`src/rtl/cmd_decoder_pkg.sv`:
```
// Shared definitions for the command decoder: command codes, FSM state
// encoding and the fixed register-file addresses of the ALU operands.
package cmd_decoder_pkg;

   // Command bytes that open a frame
   localparam logic [7:0] CMD_WRITE   = 8'hAA;  // addr, data
   localparam logic [7:0] CMD_READ    = 8'hBB;  // addr
   localparam logic [7:0] CMD_ALU_OP  = 8'hCC;  // A, B, FUN
   localparam logic [7:0] CMD_ALU_NOP = 8'hDD;  // FUN

   // Register-file slots that hold the ALU operands
   localparam int unsigned OPA_ADDR = 32'd0;
   localparam int unsigned OPB_ADDR = 32'd1;

   // Decoder states; each non-idle state names the byte expected next
   typedef enum logic [2:0] {
      ST_IDLE    = 3'd0,
      ST_WR_ADDR = 3'd1,
      ST_WR_DATA = 3'd2,
      ST_RD_ADDR = 3'd3,
      ST_OP_A    = 3'd4,
      ST_OP_B    = 3'd5,
      ST_ALU_FUN = 3'd6
   } state_e;

endpackage : cmd_decoder_pkg

```
`src/rtl/cmd_decoder.sv`:
```
// Command decoder: turns a stream of synchronized bytes into register-file
// and ALU control strobes. Each byte is qualified by enable_pulse; the first
// byte of a frame is the command, the rest is payload. All outputs are
// registered, so every effect appears in the cycle after its byte.
module cmd_decoder
   import cmd_decoder_pkg::*;
#(
   parameter int DATA_WIDTH = 8,
   parameter int ADDR_WIDTH = 4
) (
   input  logic                  CLK,
   input  logic                  RST,
   input  logic [DATA_WIDTH-1:0] sync_bus,
   input  logic                  enable_pulse,
   output logic                  RF_WrEn,
   output logic                  RF_RdEn,
   output logic [ADDR_WIDTH-1:0] RF_Address,
   output logic [DATA_WIDTH-1:0] RF_WrData,
   output logic                  ALU_EN,
   output logic [3:0]            ALU_FUN,
   output logic                  CLK_GATE_EN,
   output logic                  busy,
   output logic                  cmd_err
);

   state_e                  state_r, state_s;
   logic [ADDR_WIDTH-1:0]   addr_r, addr_s;

   logic                    wr_en_r, wr_en_s;
   logic                    rd_en_r, rd_en_s;
   logic [ADDR_WIDTH-1:0]   rf_addr_r, rf_addr_s;
   logic [DATA_WIDTH-1:0]   rf_data_r, rf_data_s;
   logic                    alu_en_r, alu_en_s;
   logic [3:0]              alu_fun_r, alu_fun_s;
   logic                    gate_r, gate_s;
   logic                    busy_r, busy_s;
   logic                    cmd_err_r, cmd_err_s;

   // Next-state and next-output decode for the byte presented this cycle
   always_comb begin
      state_s   = state_r;
      addr_s    = addr_r;
      wr_en_s   = 1'b0;
      rd_en_s   = 1'b0;
      rf_addr_s = rf_addr_r;
      rf_data_s = rf_data_r;
      alu_en_s  = 1'b0;
      alu_fun_s = alu_fun_r;
      cmd_err_s = 1'b0;

      if (enable_pulse) begin
         case (state_r)
            ST_IDLE: begin
               if (sync_bus == DATA_WIDTH'(CMD_WRITE)) begin
                  state_s = ST_WR_ADDR;
               end else if (sync_bus == DATA_WIDTH'(CMD_READ)) begin
                  state_s = ST_RD_ADDR;
               end else if (sync_bus == DATA_WIDTH'(CMD_ALU_OP)) begin
                  state_s = ST_OP_A;
               end else if (sync_bus == DATA_WIDTH'(CMD_ALU_NOP)) begin
                  state_s = ST_ALU_FUN;
               end else begin
                  // Unknown command: flag it and keep waiting for a command
                  cmd_err_s = 1'b1;
               end
            end
            ST_WR_ADDR: begin
               addr_s  = sync_bus[ADDR_WIDTH-1:0];
               state_s = ST_WR_DATA;
            end
            ST_WR_DATA: begin
               wr_en_s   = 1'b1;
               rf_addr_s = addr_r;
               rf_data_s = sync_bus;
               state_s   = ST_IDLE;
            end
            ST_RD_ADDR: begin
               rd_en_s   = 1'b1;
               rf_addr_s = sync_bus[ADDR_WIDTH-1:0];
               state_s   = ST_IDLE;
            end
            ST_OP_A: begin
               wr_en_s   = 1'b1;
               rf_addr_s = ADDR_WIDTH'(OPA_ADDR);
               rf_data_s = sync_bus;
               state_s   = ST_OP_B;
            end
            ST_OP_B: begin
               wr_en_s   = 1'b1;
               rf_addr_s = ADDR_WIDTH'(OPB_ADDR);
               rf_data_s = sync_bus;
               state_s   = ST_ALU_FUN;
            end
            ST_ALU_FUN: begin
               alu_en_s  = 1'b1;
               alu_fun_s = sync_bus[3:0];
               state_s   = ST_IDLE;
            end
            default: begin
               // Unreachable encodings fall back to idle
               state_s = ST_IDLE;
            end
         endcase
      end else begin
         state_s = state_r;
      end

      // Gate stays open while an ALU frame is in flight and for the start cycle
      gate_s = (state_s == ST_OP_A) || (state_s == ST_OP_B) ||
               (state_s == ST_ALU_FUN) || alu_en_s;
      busy_s = (state_s != ST_IDLE);
   end

   // State and captured address registers
   always_ff @(posedge CLK or negedge RST) begin
      if (!RST) begin
         state_r <= ST_IDLE;
         addr_r  <= '0;
      end else begin
         state_r <= state_s;
         addr_r  <= addr_s;
      end
   end

   // Output registers
   always_ff @(posedge CLK or negedge RST) begin
      if (!RST) begin
         wr_en_r   <= 1'b0;
         rd_en_r   <= 1'b0;
         rf_addr_r <= '0;
         rf_data_r <= '0;
         alu_en_r  <= 1'b0;
         alu_fun_r <= 4'd0;
         gate_r    <= 1'b0;
         busy_r    <= 1'b0;
         cmd_err_r <= 1'b0;
      end else begin
         wr_en_r   <= wr_en_s;
         rd_en_r   <= rd_en_s;
         rf_addr_r <= rf_addr_s;
         rf_data_r <= rf_data_s;
         alu_en_r  <= alu_en_s;
         alu_fun_r <= alu_fun_s;
         gate_r    <= gate_s;
         busy_r    <= busy_s;
         cmd_err_r <= cmd_err_s;
      end
   end

   assign RF_WrEn     = wr_en_r;
   assign RF_RdEn     = rd_en_r;
   assign RF_Address  = rf_addr_r;
   assign RF_WrData   = rf_data_r;
   assign ALU_EN      = alu_en_r;
   assign ALU_FUN     = alu_fun_r;
   assign CLK_GATE_EN = gate_r;
   assign busy        = busy_r;
   assign cmd_err     = cmd_err_r;

endmodule : cmd_decoder

```
`config.mk`:
```
export PLATFORM = sky130hd
export DESIGN_NAME = cmd_decoder
export DESIGN_NICKNAME = d
export VERILOG_FILES = /design/src/rtl/cmd_decoder_pkg.sv /design/src/rtl/cmd_decoder.sv
export SDC_FILE = /design/constraint.sdc
export NUM_CORES = 1
export LEC_CHECK = 0
export ABC_CLOCK_PERIOD_IN_PS = 1650
export CAP_MARGIN = 20
export CORE_MARGIN = 5
export CORE_UTILIZATION = 55
export CTS_CLUSTER_DIAMETER = 200
export DETAILED_ROUTE_END_ITERATION = 6
export DONT_BUFFER_PORTS = 1
export HOLD_SLACK_MARGIN = 0.1
export PLACE_DENSITY = 0.72
export SETUP_SLACK_MARGIN = 0.5
export SYNTH_ARGS = -nofsm -noshare
export SYNTH_HDL_FRONTEND = slang
export SYNTH_SLANG_ARGS = --single-unit
```
`constraint.sdc`:
```
create_clock -name CLK -period 1.65 [get_ports CLK]
set_input_delay 0.33 -clock CLK [delete_from_list [all_inputs] [get_ports CLK]]
set_output_delay 0.33 -clock CLK [all_outputs]
set_load 0.02 [all_outputs]
```
-- Word level (Yosys, flattened, before mapping)
Index checks and enable logic that the tools add are counted.
- bits in registers: 29
- output and inout port bits: 22
- equality and inequality tests: 13
- muxes and demuxes: 19
- reductions and logical operators: 11
- operator list (operator ; count):
    $eq 8x8->1 const B ; 4
    $eq 3x3->1 const B ; 6
    $pmux 4 s4 ; 1
    $mux 3 ; 5
    $mux 1 ; 12
    $pmux 3 s4 ; 1
    $reduce_and 2->1 ; 4
    $eq 3x2->1 const B ; 2
    $reduce_bool 4->1 ; 1
    $eq 3x1->1 const B ; 1
    $logic_not 3->1 ; 1
    $logic_or 1x1->1 ; 3
    $reduce_bool 3->1 ; 1
    $reduce_or 3->1 ; 1

-- Logic depth before layout (Yosys ltp)
Gate-level depths: netlist (run 1).
- depth in word-level cells: 11
- gate-level depth with buffers: 6
- depth with buffers taken out: 5

-- Worst setup path after synthesis (run 1)
OpenSTA, ideal clock, no wires.
- kind: reg2reg
- start point: register state_r[2]
- end point: register gate_r, in the netlist CLK_GATE_EN
- setup time: 0.127 ns
- arrival: 1.307 ns
- data required time: 1.523 ns
- path slack: 0.215 ns
- cell stages (with the launch flop): 7
- clock period less this slack: 1.435 ns
- cell sequence: dfrtp_1 -> buf_2 -> and4b_1 -> o211ai_2 -> a22oi_1 -> maj3_2 -> o21ai_2
- longest elaborated chain between the ends: 10
- elaborated cells between the ends (all ways): 19
- RTL lines (item ; line ; text):
    start, declared ; cmd_decoder.sv:26 ; state_e state_r, state_s;
    start signal, assigned ; cmd_decoder.sv:120 ; state_r <= state_s;
    $mux 3 ; cmd_decoder.sv:60 ; end else if (sync_bus == DATA_WIDTH'(CMD_ALU_NOP)) begin
    $mux 3 ; cmd_decoder.sv:58 ; end else if (sync_bus == DATA_WIDTH'(CMD_ALU_OP)) begin
    $mux 3 ; cmd_decoder.sv:56 ; end else if (sync_bus == DATA_WIDTH'(CMD_READ)) begin
    $mux 3 ; cmd_decoder.sv:54 ; if (sync_bus == DATA_WIDTH'(CMD_WRITE)) begin
    $pmux 3 s4 ; cmd_decoder.sv:52 ; case (state_r)
    $mux 3 ; cmd_decoder.sv:51 ; if (enable_pulse) begin
    $eq 3x3->1 ; cmd_decoder.sv:109 ; gate_s = (state_s == ST_OP_A) || (state_s == ST_OP_B) ||
    $logic_or 1x1->1 (2 in series) ; cmd_decoder.sv:109 ;
    $logic_or 1x1->1 (*) ; cmd_decoder.sv:110 ; (state_s == ST_ALU_FUN) || alu_en_s;
    net gate_s ; cmd_decoder.sv:35 ; logic gate_r, gate_s;
    end signal, assigned ; cmd_decoder.sv:144 ; gate_r <= gate_s;
    end, declared ; cmd_decoder.sv:35 ;
Mark *: on every way through the listed nets, which the timed path passes. The rest lies on a longest branch.
A chain may end at the register's enable or synchronous reset.

-- Worst setup path in the final report (run 1)
- start point: register state_r[2]
- end point: register rf_data_r[0], in the netlist RF_WrData[0]
- longest elaborated chain between the ends: 3
- elaborated cells between the ends (all ways): 5
- RTL lines (item ; line ; text):
    $eq 3x3->1 or $eq 3x2->1 (tied branches) ; cmd_decoder.sv:52 ;
    $reduce_or 3->1 (no line) (*) ; n/a ;
    $reduce_and 2->1 (no line) (*) ; n/a ;
    end signal, assigned ; cmd_decoder.sv:141 ; rf_data_r <= rf_data_s;
    end, declared ; cmd_decoder.sv:32 ; logic [DATA_WIDTH-1:0] rf_data_r, rf_data_s;
Mark *: on every way between the ends. The rest lies on a longest branch, timed or not.

==> flow_summary.ini, run 1 <==
[place]
dpl.hpwl_um = 1910
dpl_worst_slack_ns = 0.138
dp_cells = 138
dpl_cell_area_um2 = 1350
port_buffers = 0
gp_congestion = 0.865

[grt]
grt_use_met1 = 0.238
top_usage_layer = met2
grt_pass1_wl_um = 5390
track_usage = 0.213
grt.met3_usage = 0.0746
met2_usage = 0.364
antenna_found_initial = 0
grt_pass1_vias = 1124
grt_max_degree = 30
overflow = 0

[yosys]
synth_top_area_frac = 0.558
ys_seq_area_frac = 0.558
syn-num-nets = 121
synth_compound_area_frac = 0.125
yosysUniqueCellTypes = 35
yosysTopAreaCell = dfrtp_1
synth_warnings = 0
synth_top_family_by_area = simple AND/OR/NAND/NOR gates
ys_seq_elements = 29
yosys.area_share.adder = 0.00865
synthTopCellsByArea = dfrtp_1 56%, mux2_2 9.5%, nand2_1 5.8%, o21ai_0 2.3%, a22oi_1 2.3%
synthSimpleGateAreaFrac = 0.166
synthCells = 110
syn_area_um2 = 1300
synthMuxAreaShare = 0.104
synth_xor_area_frac = 0.0135
syn_avg_cell_area_um2 = 11.8

[drt]
dr_total_vias = 1033
wl_per_cell_um = 21.1
ant_nets = 0
viasPerCell = 6.08
drcViolationCount = 0
drt_iter0_drc = 23
drt_first_pass_iters = 4
routed_wl_um = 3590

[sta]
skew_ns = 0.0168
post-route-period-util = 0.944
drv_slew = 0
rsz0062_at_grt = true
tightest_slew_ns = 0.305
fin_tns_setup_ns = 0
postLayoutSetupSlackWorst_ns = 0.0925
fmax_mhz = 642
setup_viol = 0
period_needed_ns = 1.56
relSlewSlack = 0.796
hold_viol_final = 0

[finish]
design_area_um2 = 1810
utilization = 0.808
fillCellCount = 126
final_cell_mix = 19 x nand2_1, 17 x dfrtp_2, 12 x dfrtp_1, 12 x mux2_4, 12 x buf_4
area_growth_pct = 38.7
final_cell_count_no_fill = 170
layout-drive-gt1-share = 0.556
mostFrequentLayoutCell = nand2_1
nets = 152
num_antenna_cells = 0

[clock_network]
cts_htree_levels = 2
numCtsBuffers = 5
cts-root-buf = clkbuf_4
clk_latency_ns = 0.35
path_clk_slew_ns = 0.11
cts.sink_count = 29
cts_tree = yes
ctsLongestPathBuffers = 2

[critical_path]
arrival_ns = 1.80
reg2reg_depth = 6
critPathKind = register to register
required_ns = 1.89
cp_max_fo = 4
critPathMaxStageDelay_ns = 0.47
cpMaxStageDelayCell = dfrtp_2
crit_path_end_kind = register
crit_chain = buf_4, nor2b_4, o21ai_4, buf_6, buf_16, mux2_4
critical_path.startpoint_type = register

[power_and_ir_drop]
leakage_uw = 0.000843
vdd_drop_max_uv = 1170
pwr_density_cell_nw_per_um2 = 1610

[worst_hold_path]
whs_path_depth = 2
hold_path.class = primary input to register

[floorplanning]
io-pin-count = 33
die-area_um2 = 3440
die_h_um = 58.6
core_um2 = 2230
chipWidth_um = 58.6
start_util = 0.583
rows = 17

[run]
drv_cap = 0

[run_status]
outcome = finished clean
## through the flow
stage | power, µW | hold WS, ns
finish | 2910 | 0.101
global route | 3050 | 0.0997
CTS | 2700 | 0.0997
detailed placement | 1980 | 0.0351
global placement | 1940 | 0.0351
floorplan | 1840 | 0.0344
## layer usage
| metal | vias to the layer above | wire length (µm) |
|---|---|---|
| li1 | 454 | - |
| met1 | 530 | 1390 |
| met2 | 42 | 1890 |
| met3 | 7 | 243 |
| met4 | 0 | 69 |
| met5 | - | 0 |
## power breakdown
group	switching [µW]	internal (µW)
logic	407	631
registers	451	998
clock network	264	160
## sequential cells by signal (all words and copies together), names as in the netlist
signal       count
addr_r           4
ALU_EN           1
RF_WrData        8
CLK_GATE_EN      1
busy             1
RF_Address       4
cmd_err          1
RF_RdEn          1
ALU_FUN          4
state_r          3
RF_WrEn          1
## critical path, delay by kind of cell, from the launching register on
family | cells | cell delay [ns]
compound gates | 1 | 0.16
buf+inv | 3 | 0.39
simple gates | 1 | 0.14
mux | 1 | 0.30
flops | 1 | 0.47
## kinds of logic after synthesis
kind of cell               after synthesis
xor gates and xnor gates                 2
muxes                                   12
adders and majority gates                1
and+or+nand+nor                         38
AOI/OAI and AO/OA                       22
buffers and inverters                    6
DFF                                     29
## synthesized netlist by cell type
| cell | count |
|---|---|
| dfrtp_1 | 29 |
| nand2_1 | 20 |
| mux2_2 | 11 |
| o21ai_0 | 6 |
| a22oi_1 | 4 |
| nor2b_1 | 4 |
| inv_1 | 3 |
| a21oi_1 | 2 |
| and2_1 | 2 |
| buf_2 | 2 |
| nor2_1 | 2 |
| xnor2_1 | 2 |
| a22o_1 | 1 |
| a2bb2oi_1 | 1 |
| a31oi_1 | 1 |
| and3_1 | 1 |
| and3b_1 | 1 |
| and4b_1 | 1 |
| and4bb_1 | 1 |
| and4bb_4 | 1 |
| buf_6 | 1 |
| maj3_2 | 1 |
| mux2_1 | 1 |
| nand3_1 | 1 |
| nand4_1 | 1 |
| nand4b_1 | 1 |
| nor3_2 | 1 |
| nor3b_2 | 1 |
| o211ai_2 | 1 |
| o21ai_1 | 1 |
| o21ai_2 | 1 |
| o21ai_4 | 1 |
| o221ai_1 | 1 |
| o22a_1 | 1 |
| o2bb2ai_1 | 1 |
## timing repair
item,4_1_cts,5_1_grt
cloned,1,0
buffers inserted,11,6
hold buffers,6,0
pin swaps,10,9
resized for setup,28,29
setup endpoints to repair,27,44
hold endpoints to repair,34,0
## layout make-up
class / count / area (µm²) / area share
clock inverter: 3 / 17.5 / 0.00970
multi-input combinational: 75 / 668 / 0.370
sequential: 29 / 747 / 0.414
timing repair buffer: 27 / 287 / 0.159
inverter: 3 / 13.8 / 0.00762
clock buffer: 5 / 37.5 / 0.0208
tap: 28 / 35.0 / 0.0194
## final timing paths
path	startpoint	endpoint	slack, ns
worst max-delay path	state_r[2]	RF_WrData[0]	0.09
worst min-delay path	sync_bus[0]	ALU_FUN[0]	0.10
worst max register to register	state_r[2]	RF_WrData[0]	0.09
worst min register to register	addr_r[1]	addr_r[1]	0.53
max in group asynchronous	RST	RF_Address[3]	1.05
min in group asynchronous	RST	RF_WrData[4]	0.41
(Power assumes the default switching activity.)
==> run 2, diff against run 1 <==
Settings changed: HOLD_SLACK_MARGIN 0.1 to not set, PLACE_DENSITY 0.72 to 0.67.
==> run 2 against run 1 <==
Effect of this change:
- design area decreased by 6.5%
- first-iteration DRC count decreased by 30%
- critical path depth unchanged
- routed wire length is 12% lower
- clock power up 18%
- maximum frequency up 3.1%
- critical path type unchanged
- highest routed layer unchanged
==> flow_summary.ini, run 2 (synthesis gave the netlist of run 1 again) <==
[sta]
rsz0062_at_grt = true
holdWs_ns = 0.0718
period_needed_ns = 1.51
setup_viol = 0
relSlewSlack = 0.814
fin_tns_setup_ns = 0
hold_viol_final = 0
fmax_mhz = 662
tightest_slew_ns = 0.279
skew_ns = 0.00793
post-route-period-util = 0.915
drv_slew = 0

[floorplanning]
core_um2 = 2230
die_h_um = 58.6
io-pin-count = 33
chipWidth_um = 58.6
start_util = 0.583
rows = 17
die-area_um2 = 3440

[finish]
final_cell_mix = 20 x dfrtp_2, 19 x nand2_1, 11 x buf_4
num_antenna_cells = 0
nets = 142
area_growth_pct = 29.7
layout-drive-gt1-share = 0.553
mostFrequentLayoutCell = dfrtp_2
design_area_um2 = 1690
largest_reg_flops = 8

[power_and_ir_drop]
leakage_uw = 0.000765
power.total_uw = 2800
vdd_drop_max_uv = 1340
pwr_density_cell_nw_per_um2 = 1660

[run_status]
outcome = finished clean

[drt]
drt_iter0_drc = 16
viasPerCell = 5.88
ant_nets = 0
drcViolationCount = 0
dr_total_vias = 940
drt_first_pass_iters = 4
routed_wl_um = 3170
wl_per_cell_um = 19.8

[grt]
grt_pass1_vias = 1020
grt_max_degree = 30
track_usage = 0.196
grt_pass1_wl_um = 4880
overflow = 0
antenna_found_initial = 0

[clock_network]
clk_latency_ns = 0.33
path_clk_slew_ns = 0.10
cts.sink_count = 29
ctsLongestPathBuffers = 2
numCtsBuffers = 5
cts_tree = yes
cts_htree_levels = 2
cts-root-buf = clkbuf_4

[critical_path]
critPathKind = register to register
cp_max_fo = 4
arrival_ns = 1.74
cp_num_buf_inv = 1
critical_path.startpoint_type = register
crit_family = flip-flops
cpMaxStageDelayCell = dfrtp_2
crit_path_end_kind = register
crit_chain = nor3b_4, buf_4, a2bb2oi_2, a22oi_2, maj3_2, o21ai_2
required_ns = 1.88
critPathMaxStageDelay_ns = 0.46

[place]
dpl_cell_area_um2 = 1350
gp_congestion = 0.798
port_buffers = 0
dpl.hpwl_um = 1830

[worst_hold_path]
hold_path.class = primary input to register

[run]
drv_cap = 0
-- run 2: cell count changes in the layout (fill, tap and decap cells not counted), sizes merged --
cell         change
buf              -7
clkbuf           +2
clkinv           -1
clkinvlp         -1
dlygate4sd3      -4
o21ai            +1
-- run 2: stage by stage --
| stage | instances | worst slack [ns] | utilization |
|---|---|---|---|
| CTS | 157 | 0.190 | 0.723 |
| floorplan | 110 | 0.239 | - |
| finish | 160 | 0.140 | 0.756 |
| detailed placement | 138 | 0.127 | 0.606 |
| global placement | 138 | 0.157 | 0.606 |
| global route | 160 | 0.0703 | 0.756 |
-- run 2: cell type report --
cell class                      count  area, µm²
Timing Repair Buffer               16        146
Fill cell                         158        546
Clock buffer                        7       65.1
Sequential cell                    29        751
Multi-Input combinational cell     76        674
Tap cell                           28       35.0
Inverter                            3       11.3
Clock inverter                      1       5.00
-- run 2: report_power, final --
group | total [µW] | internal (µW) | leakage [µW] | switching [µW]
Combinational | 870 | 505 | 0.000376 | 364
Clock | 500 | 247 | 0.0000413 | 254
Sequential | 1430 | 1000 | 0.000348 | 427
-- run 2: what timing repair did --
| action | 4_1_cts | 5_1_grt |
|---|---|---|
| hold buffers | 2 | 0 |
| pin swaps | 7 | 3 |
| cloned | 1 | 0 |
| setup endpoints to repair | 28 | 45 |
| resized for setup | 25 | 24 |
| buffers inserted | 8 | 3 |
| hold endpoints to repair | 29 | 0 |
-- run 2: layer usage --
| layer | part of all wire | routed length (µm) | GRT usage | vias to the layer above |
|---|---|---|---|---|
| met1 | 0.41 | 1290 | 0.217 | 473 |
| met5 | 0 | 0 | 0 | - |
| met2 | 0.51 | 1620 | 0.333 | 27 |
| met3 | 0.062 | 198 | 0.0768 | 6 |
| li1 | - | - | - | 434 |
| met4 | 0.017 | 55 | 0.0841 | 0 |
-- run 2: worst register-to-register path: cells and delay by family (launching register included) --
| kind | cells | cell delay (ns) |
|---|---|---|
| buffers and inverters | 1 | 0.16 |
| AND/OR/NAND/NOR | 1 | 0.27 |
| adder cells (fa/ha/maj) | 1 | 0.23 |
| AO/OA/AOI/OAI | 3 | 0.29 |
| flip-flops | 1 | 0.46 |
-- run 2: final timing paths --
kind                         startpoint     endpoint  slack, ns  depth (start not counted)
hold / removal             enable_pulse   state_r[2]       0.07                          1
hold reg to reg               addr_r[1]    addr_r[1]       0.53                          1
min in group asynchronous           RST   state_r[0]       0.44                          2
max in group asynchronous           RST   ALU_FUN[3]       1.04                          2
setup reg to reg             state_r[1]  CLK_GATE_EN       0.14                          6
setup / recovery             state_r[1]  CLK_GATE_EN       0.14                          6
